<file path="config.mk">
export PLATFORM = sky130hd
export DESIGN_NAME = fetch_prefetch_queue_flat
export DESIGN_NICKNAME = d
export VERILOG_FILES = /design/src/rtl/fetch_prefetch_queue_if.sv /design/src/rtl/fetch_prefetch_queue.sv /design/src/flat_wrapper.sv
export SDC_FILE = /design/constraint.sdc
export NUM_CORES = 1
export LEC_CHECK = 0
export ABC_AREA = 1
export CAP_MARGIN = 25
export CORE_MARGIN = 8
export CORE_UTILIZATION = 30
export DETAILED_ROUTE_END_ITERATION = 8
export GPL_TIMING_DRIVEN = 0
export SKIP_LAST_GASP = 1
export SLEW_MARGIN = 20
export SYNTH_ARGS = -nofsm -noshare
export SYNTH_HDL_FRONTEND = slang
export SYNTH_SLANG_ARGS = --single-unit
</file>
<file path="constraint.sdc">
create_clock -name clk_i -period 9.5 [get_ports clk_i]
set_input_delay 1.425 -clock clk_i [delete_from_list [all_inputs] [get_ports clk_i]]
set_output_delay 1.425 -clock clk_i [all_outputs]
set_load 0.01 [all_outputs]
</file>
<file path="src/rtl/fetch_prefetch_queue_if.sv">
// Fetch front-end bundle: instruction memory port, FIFO head towards the
// predictor/decode, and the two redirect sources.
interface fetch_prefetch_queue_if;
    logic        instr_req_o;
    logic [31:0] instr_addr_o;
    logic        instr_gnt_i;
    logic        instr_rvalid_i;
    logic [31:0] instr_rdata_i;
    logic        fetch_valid_o;
    logic [31:0] fetch_rdata_o;
    logic [31:0] fetch_pc_o;
    logic        fetch_ready_i;
    logic        predict_taken_i;
    logic [31:0] predict_pc_i;
    logic        redirect_i;
    logic [31:0] redirect_pc_i;

    modport master (
        output instr_req_o, instr_addr_o,
        input  instr_gnt_i, instr_rvalid_i, instr_rdata_i,
        output fetch_valid_o, fetch_rdata_o, fetch_pc_o,
        input  fetch_ready_i, predict_taken_i, predict_pc_i,
        input  redirect_i, redirect_pc_i
    );

    modport slave (
        input  instr_req_o, instr_addr_o,
        output instr_gnt_i, instr_rvalid_i, instr_rdata_i,
        input  fetch_valid_o, fetch_rdata_o, fetch_pc_o,
        output fetch_ready_i, predict_taken_i, predict_pc_i,
        output redirect_i, redirect_pc_i
    );
endinterface

</file>
<file path="src/rtl/fetch_prefetch_queue.sv">
// Instruction prefetcher: one outstanding word request, PC-tagged FIFO,
// flushed and re-steered by predictor-taken consumes and execute redirects.
//   state | meaning
//   IDLE  | no request, nothing outstanding (FIFO full)
//   REQ   | request driven, waiting for grant
//   WAIT  | request granted, response pending
module fetch_prefetch_queue #(
    parameter int unsigned DEPTH     = 4,
    parameter logic [31:0] BOOT_ADDR = 32'h0000_0080
) (
    input  logic                   clk_i,
    input  logic                   rst_ni,
    fetch_prefetch_queue_if.master bus
);
    localparam int unsigned AW      = $clog2(DEPTH);
    localparam logic [AW:0] DEPTH_C = (AW+1)'(DEPTH);

    typedef enum logic [1:0] {IDLE = 2'd0, REQ = 2'd1, WAIT = 2'd2} state_e;

    state_e        state_q, state_d;
    logic          req_q;
    logic [31:0]   fpc_q, fpc_d;
    logic [31:0]   req_pc_q;
    logic          discard_q, discard_d;
    logic [AW-1:0] rptr_q, rptr_d, wptr_q, wptr_d;
    logic [AW:0]   count_q, count_d;
    logic [31:0]   data_q [DEPTH];
    logic [31:0]   pc_q   [DEPTH];

    logic head_valid, consume, pred_flush, flush, gnt_now, rsp_now, push;

    always_comb begin
        head_valid = (count_q != '0);
        consume    = head_valid & bus.fetch_ready_i;
        pred_flush = consume & bus.predict_taken_i;
        flush      = bus.redirect_i | pred_flush;
        gnt_now    = (state_q == REQ) & bus.instr_gnt_i;
        rsp_now    = (state_q == WAIT) & bus.instr_rvalid_i;
        push       = rsp_now & ~discard_q & ~flush;

        fpc_d = fpc_q;
        if (bus.redirect_i)   fpc_d = bus.redirect_pc_i & ~32'h3;
        else if (pred_flush)  fpc_d = bus.predict_pc_i & ~32'h3;
        else if (gnt_now)     fpc_d = fpc_q + 32'd4;

        if (flush) begin
            count_d = '0;
            wptr_d  = '0;
            rptr_d  = '0;
        end else begin
            count_d = count_q + (AW+1)'(push) - (AW+1)'(consume);
            wptr_d  = wptr_q + AW'(push);
            rptr_d  = rptr_q + AW'(consume);
        end

        // A flush with a request in flight must swallow that stale response.
        discard_d = discard_q;
        if (rsp_now) discard_d = 1'b0;
        if (flush && (gnt_now || ((state_q == WAIT) && !bus.instr_rvalid_i)))
            discard_d = 1'b1;

        state_d = state_q;
        unique case (state_q)
            IDLE:    if (count_d < DEPTH_C) state_d = REQ;
            REQ:     if (bus.instr_gnt_i) state_d = WAIT;
            WAIT:    if (bus.instr_rvalid_i) state_d = (count_d < DEPTH_C) ? REQ : IDLE;
            default: state_d = IDLE;
        endcase
    end

    always_ff @(posedge clk_i) begin
        if (!rst_ni) begin
            state_q   <= IDLE;
            req_q     <= 1'b0;
            fpc_q     <= BOOT_ADDR;
            req_pc_q  <= BOOT_ADDR;
            discard_q <= 1'b0;
            rptr_q    <= '0;
            wptr_q    <= '0;
            count_q   <= '0;
            for (int i = 0; i < int'(DEPTH); i++) begin
                data_q[i] <= '0;
                pc_q[i]   <= BOOT_ADDR;
            end
        end else begin
            state_q   <= state_d;
            req_q     <= (state_d == REQ);
            fpc_q     <= fpc_d;
            discard_q <= discard_d;
            rptr_q    <= rptr_d;
            wptr_q    <= wptr_d;
            count_q   <= count_d;
            if (gnt_now) req_pc_q <= fpc_q;
            if (push) begin
                data_q[wptr_q] <= bus.instr_rdata_i;
                pc_q[wptr_q]   <= req_pc_q;
            end
        end
    end

    assign bus.instr_req_o   = req_q;
    assign bus.instr_addr_o  = fpc_q;
    assign bus.fetch_valid_o = head_valid;
    assign bus.fetch_rdata_o = data_q[rptr_q];
    assign bus.fetch_pc_o    = pc_q[rptr_q];
endmodule

</file>
<file path="src/flat_wrapper.sv">
// flat-port wrapper written by rule: the top's interface ports become plain ports
module fetch_prefetch_queue_flat 
#(
    parameter int unsigned DEPTH     = 4,
    parameter logic [31:0] BOOT_ADDR = 32'h0000_0080
)
  (clk_i, rst_ni, bus_instr_req_o, bus_instr_addr_o, bus_instr_gnt_i, bus_instr_rvalid_i, bus_instr_rdata_i, bus_fetch_valid_o, bus_fetch_rdata_o, bus_fetch_pc_o, bus_fetch_ready_i, bus_predict_taken_i, bus_predict_pc_i, bus_redirect_i, bus_redirect_pc_i);
  fetch_prefetch_queue_if bus_i ();
  input  logic clk_i;
  input  logic rst_ni;
  output wire logic [$bits(bus_i.instr_req_o)-1:0] bus_instr_req_o;
  output wire logic [$bits(bus_i.instr_addr_o)-1:0] bus_instr_addr_o;
  input wire logic [$bits(bus_i.instr_gnt_i)-1:0] bus_instr_gnt_i;
  input wire logic [$bits(bus_i.instr_rvalid_i)-1:0] bus_instr_rvalid_i;
  input wire logic [$bits(bus_i.instr_rdata_i)-1:0] bus_instr_rdata_i;
  output wire logic [$bits(bus_i.fetch_valid_o)-1:0] bus_fetch_valid_o;
  output wire logic [$bits(bus_i.fetch_rdata_o)-1:0] bus_fetch_rdata_o;
  output wire logic [$bits(bus_i.fetch_pc_o)-1:0] bus_fetch_pc_o;
  input wire logic [$bits(bus_i.fetch_ready_i)-1:0] bus_fetch_ready_i;
  input wire logic [$bits(bus_i.predict_taken_i)-1:0] bus_predict_taken_i;
  input wire logic [$bits(bus_i.predict_pc_i)-1:0] bus_predict_pc_i;
  input wire logic [$bits(bus_i.redirect_i)-1:0] bus_redirect_i;
  input wire logic [$bits(bus_i.redirect_pc_i)-1:0] bus_redirect_pc_i;
  assign bus_instr_req_o = bus_i.instr_req_o;
  assign bus_instr_addr_o = bus_i.instr_addr_o;
  assign bus_i.instr_gnt_i = bus_instr_gnt_i;
  assign bus_i.instr_rvalid_i = bus_instr_rvalid_i;
  assign bus_i.instr_rdata_i = bus_instr_rdata_i;
  assign bus_fetch_valid_o = bus_i.fetch_valid_o;
  assign bus_fetch_rdata_o = bus_i.fetch_rdata_o;
  assign bus_fetch_pc_o = bus_i.fetch_pc_o;
  assign bus_i.fetch_ready_i = bus_fetch_ready_i;
  assign bus_i.predict_taken_i = bus_predict_taken_i;
  assign bus_i.predict_pc_i = bus_predict_pc_i;
  assign bus_i.redirect_i = bus_redirect_i;
  assign bus_i.redirect_pc_i = bus_redirect_pc_i;
  fetch_prefetch_queue #(.DEPTH(DEPTH), .BOOT_ADDR(BOOT_ADDR)) u_core (.clk_i(clk_i), .rst_ni(rst_ni), .bus(bus_i));
endmodule
</file>
After elaboration in Yosys (flattened, before gate mapping)
Memory sizes are Yosys's and may differ from the RTL's. A register that Yosys moved wholly into a read port is not among the register bits.
Index checks and enable logic that the tools add are counted.
{ "totals": {"ram_bits": 256, "mem_count": 2, "output_inout_bits": 98, "elab_cells": 65, "regBits": 75, "input_bits": 103} }
{ "op_classes": {"mux": 23, "reduce_logical": 12, "n_bitwise": 10, "eq_ne": 3, "addsub": 5, "magnitude_cmp": 1} }
{ "mem_list": {"columns": ["memory", "words", "word_bits", "read_ports", "rd_clocked_by_memory_dff", "wr", "line", "rtl"], "rows": [
  ["u_core.data_q", 4, 32, 1, 1, 4, "fetch_prefetch_queue.sv:27", "logic [31:0] data_q [DEPTH];"],
  ["u_core.pc_q", 4, 32, 1, 1, 4, "fetch_prefetch_queue.sv:28", "logic [31:0] pc_q [DEPTH];"]
]} }
{ "ops": {"columns": ["op", "n"], "rows": [
  ["2-to-1 mux 32 bit", 5],
  ["OR reduction 32 bit", 2],
  ["adder 32 x 3 -> 32 bit, second input constant", 1],
  ["2-to-1 mux 2 bit", 7],
  ["2-to-1 mux 1 bit", 9],
  ["bitwise AND 1 bit", 6],
  ["one-hot mux 2 bit (3 select lines)", 1],
  ["nonzero test 3 bit", 2],
  ["adder 2 x 1 -> 2 bit", 2],
  ["== test 2 x 1 -> 1 bit, second input constant", 2],
  ["adder 3 x 1 -> 3 bit", 1],
  ["less-than comparator 3 bit, second input constant", 1],
  ["2-to-1 mux 3 bit", 1],
  ["NOT 1 bit", 3],
  ["OR reduction 3 bit", 1],
  ["subtractor 3 x 1 -> 3 bit", 1],
  ["== test 2 bit, second input constant", 1],
  ["logical AND 1 bit", 2],
  ["zero test 2 bit", 1],
  ["nonzero test 2 bit", 1],
  ["OR reduction 2 bit", 1],
  ["zero test 1 bit", 1],
  ["logical OR 1 bit", 1],
  ["OR 1 bit", 1]
]} }

Logic depth before layout (Yosys ltp)
{ "logic_depth": {"word_depth": 14, "ltp_mapped": 11, "mapped_depth_nobuf": 11} }

Worst setup path after synthesis
OpenSTA, ideal clock, no wires.
{ "synth_timing": {"path_type": "in2reg", "startpoint": "in bus_redirect_i", "endpoint": "mem u_core.data_q[3][0] (enable)", "arrival_ns": 6.483, "path_buffers": 0, "path_stages": 5, "required_ns": 8.926, "setup_ns": 0.574, "setup_slack_ns": 2.443, "path_cell_list": "inv_1 > nand2_4 > nor3_4 > inv_1 > o31ai_1"} }
{ "synth_lines": {"columns": ["element", "line", "rtl"], "rows": [
  ["start: declaration", "flat_wrapper.sv:22", "input wire logic [$bits(bus_i.redirect_i)-1:0] bus_redirect_i;"],
  ["end: declaration", "fetch_prefetch_queue.sv:27", null]
]} }

==> reports/metrics.csv <==
stage,metric,value,unit
run_status,status,"finished, final reports clean",
worst_setup_path,Slowest cell on crit path,clkdlybuf4s50_1,
synth,synth unique cells,37,
cells_and_area,"commonest non-fill, non-tap cells in the layout","nor2_1, edfxtp_1, o21ai_0, clkdlybuf4s50_1, nand2_1",
clock_tree,"Hold-fix buffers, CTS",0,
pwr,Internal Power,2560,µW
clock_tree,setup bufs post-CTS,0,
worst_setup_path,CP arrival,3.65,ns
synth,Yosys Warn Count,0,
cells_and_area,share of cells above drive strength 1,5.74,%
cells_and_area,layout net count,1892,
grt,Tot GR Track Use,16.0,%
grt,largest net degree at the start of global routing,44,
hold_path,Hold Path Class,flop to flop,
sta,RSZ-0062 raised after global routing,false,
synth,"Cell Area, Synth",14500,µm²
placement,DP Wirelength,32300,µm
sta,Pins Over Slew Limit,0,
sta,actual slew at the worst max-slew pin,0.948,ns
drt,Routed Antenna Nets,0,
sta,maximum clock rate,0.197,GHz
clock_tree,Clock Latency Late Sink,0.53,ns
sta,final worst-path cycle share,53.4,%
sta,final hold violations,0,
pwr,maximum vdd drop,0.000103,V
pwr,NetSw,765,µW
placement,gp weighted congestion,0.886,
sta,Rel. slew slack,36.8,%
synth,Synth Register Bits,319,
clock_tree,CTS tree,done,
cells_and_area,Post-Layout Cell Count,2426,
floorplan,Core Box Area,47600,µm²
placement,pre-CTS setup slack,4.89,ns
synth,sequential fraction of the synthesis area,61.3,%
grt,grt ovf,0,
pwr,sequential share of power,48.3,%
clock_tree,Worst-path clk slew,0.06,ns
pwr,sw frac,23.0,%
cells_and_area,diodes inserted,0,
grt,initial antenna violation count,0,
placement,DP Area,17400,µm²
sta,setup ws final,4.43,ns
cells_and_area,Final Instance Area,18600,µm²
placement,placed cells,2360,
worst_setup_path,"slowest stage delay, CP",0.63,ns
floorplan,die width,236,µm
drt,via/cell ratio,4.96,
worst_setup_path,Startpoint Class,flop,
pwr,PwrDens,179,nW/µm²
clock_tree,clk buf depth,3,
sta,endpoints failing setup,0,
cells_and_area,"leading cell type in the layout, fill and taps excluded",nor2_1,
drt,Via Count,12000,
worst_setup_path,CP most frequent cell,clkbuf_1,
sta,Final min period,5.07,ns
sta,clk_skew,0.0203,ns
grt,first-pass GRT wire length,70900,µm
drt,DRC Markers,0,
sta,final hold slack,0.524,ns
clock_tree,Clk Tree Root Cell,clkbuf_16,
floorplan,# IOs,201,
worst_setup_path,CP Max Fanout,10,
floorplan,Initial Util,30.4,%
floorplan,Die Y,236,µm
worst_setup_path,type of element capturing the critical path,primary output,
synth,post-synth top area cell,edfxtp_1,
worst_setup_path,Worst EP required,8.08,ns
worst_setup_path,critical path class,flop to primary output,
drt,wire per inst,18.9,µm
synth,Syn Inst Count,1541,
clock_tree,H-tree depth,2,
clock_tree,CTS resizes,0,
cells_and_area,Layout area overhead,28.6,%
run,max_cap viols,0,
drt,DRT iter0 DRCs,1055,
synth,syn avg cell area,9.39,µm²
clock_tree,cts bufs inserted,36,
synth,Synth area leaders,"edfxtp_1, dfxtp_1, nor2_1",
drt,drt total wl,45900,µm
pwr,Clk pwr share,42.8,%
clock_tree,clock sinks,319,
worst_setup_path,CP cell instances,clkbuf_1 -> inv_1 -> clkbuf_1 -> clkbuf_1 -> nor2_1 -> o22ai_1 -> clkdlybuf4s50_1,
synth,top-area cell type share of the netlist area,51.5,%
drt,Pre-antenna DRT Iters,5,
pwr,Comb pwr share,9.0,%
floorplan,Rows,80,
floorplan,Die ar.,55500,µm²
pwr,LEAKAGE,0.00678,µW
pwr,total power,3320,µW
placement,PortBufs,191,
grt,vias in the first global route,12200,
## flip-flops by register name, indices dropped and copies added (netlist names)
register and count:
u_core.rptr_q 2, u_core.count_q 3, u_core.bus.instr_addr_o 30, u_core.wptr_q 2, u_core.discard_q 1, u_core.pc_q 120, u_core.data_q 128, u_core.state_q 2
u_core.bus.instr_req_o 1, u_core.req_pc_q 30
## cell families (layout without fill, tap and decap cells)
family	count (synthesis)	in the layout	share of synthesized area, %
AOI/OAI and AO/OA	366	366	13.4
xor gates and xnor gates	11	11	0.666
buffers and inverters	209	476	6.26
and+or+nand+nor	629	629	17.8
adders and majority gates	6	6	0.571
other	1	4	0.0259
DFF	319	319	61.3
## cell type report
cell class | instances | area [µm²]
buffer | 105 | 515
inverter | 104 | 390
multi-input combinational | 1016 | 4750
clock inverter | 20 | 223
timing repair buffer | 201 | 2110
sequential | 319 | 8870
clock buffer | 46 | 981
fill | 4723 | 29000
tap | 615 | 769
## power by group through the flow
stage | clock, µW | combinational [µW] | sequential [µW]
after floorplan | 0 | 130 | 1630
after global placement | 0 | 284 | 1640
after detailed placement | 0 | 298 | 1630
after CTS | 1450 | 300 | 1600
after global routing | 1510 | 328 | 1610
final | 1420 | 298 | 1600
## synthesized netlist by cell type, drive strengths merged
cell,count
nor2,374
edfxtp,248
o21ai,203
nand2,154
inv,104
a21oi,88
dfxtp,71
clkbuf,70
nor3,64
o22ai,62
buf,35
nand3,26
nand3b,9
o211ai,8
xnor2,6
ha,5
xor2,5
o21bai,2
a31oi,1
a32o,1
conb,1
fa,1
nand4,1
o31ai,1
or2,1
## critical path: cells and delay by family (launching register included)
family	cells	cell delay, ns
buf+inv	5	2.37
compound gates	1	0.36
flops	1	0.32
simple gates	1	0.08
## worst paths after layout
kind	start	end	cells after the start	slack [ns]
max	u_core.rptr_q[0]	bus_fetch_pc_o[19]	7	4.43
min	u_core.state_q[0]	u_core.state_q[0]	2	0.52
max reg2reg	u_core.count_q[1]	u_core.pc_q[0][25]	11	6.48
min reg2reg	u_core.state_q[0]	u_core.state_q[0]	2	0.52
## per-layer routing
layer	track usage, %	vias to the layer above	share of wire [%]
met3	3.99	53	8.2
met4	4.20	0	1.9
met5	0	-	0
li1	-	5759	-
met1	20.6	5714	43
met2	26.7	511	47
## through the flow
| step | setup TNS [ns] | utilization [%] |
|---|---|---|
| 2_1_floorplan | 0 | - |
| 3_3_place_gp | -196.10 | 36.0 |
| 3_5_place_dp | 0 | 36.5 |
| 4_1_cts | 0 | 39.1 |
| 5_1_grt | 0 | 39.1 |
| 6_report | 0 | 39.1 |
Note: power is estimated with default switching activity, not from simulation.
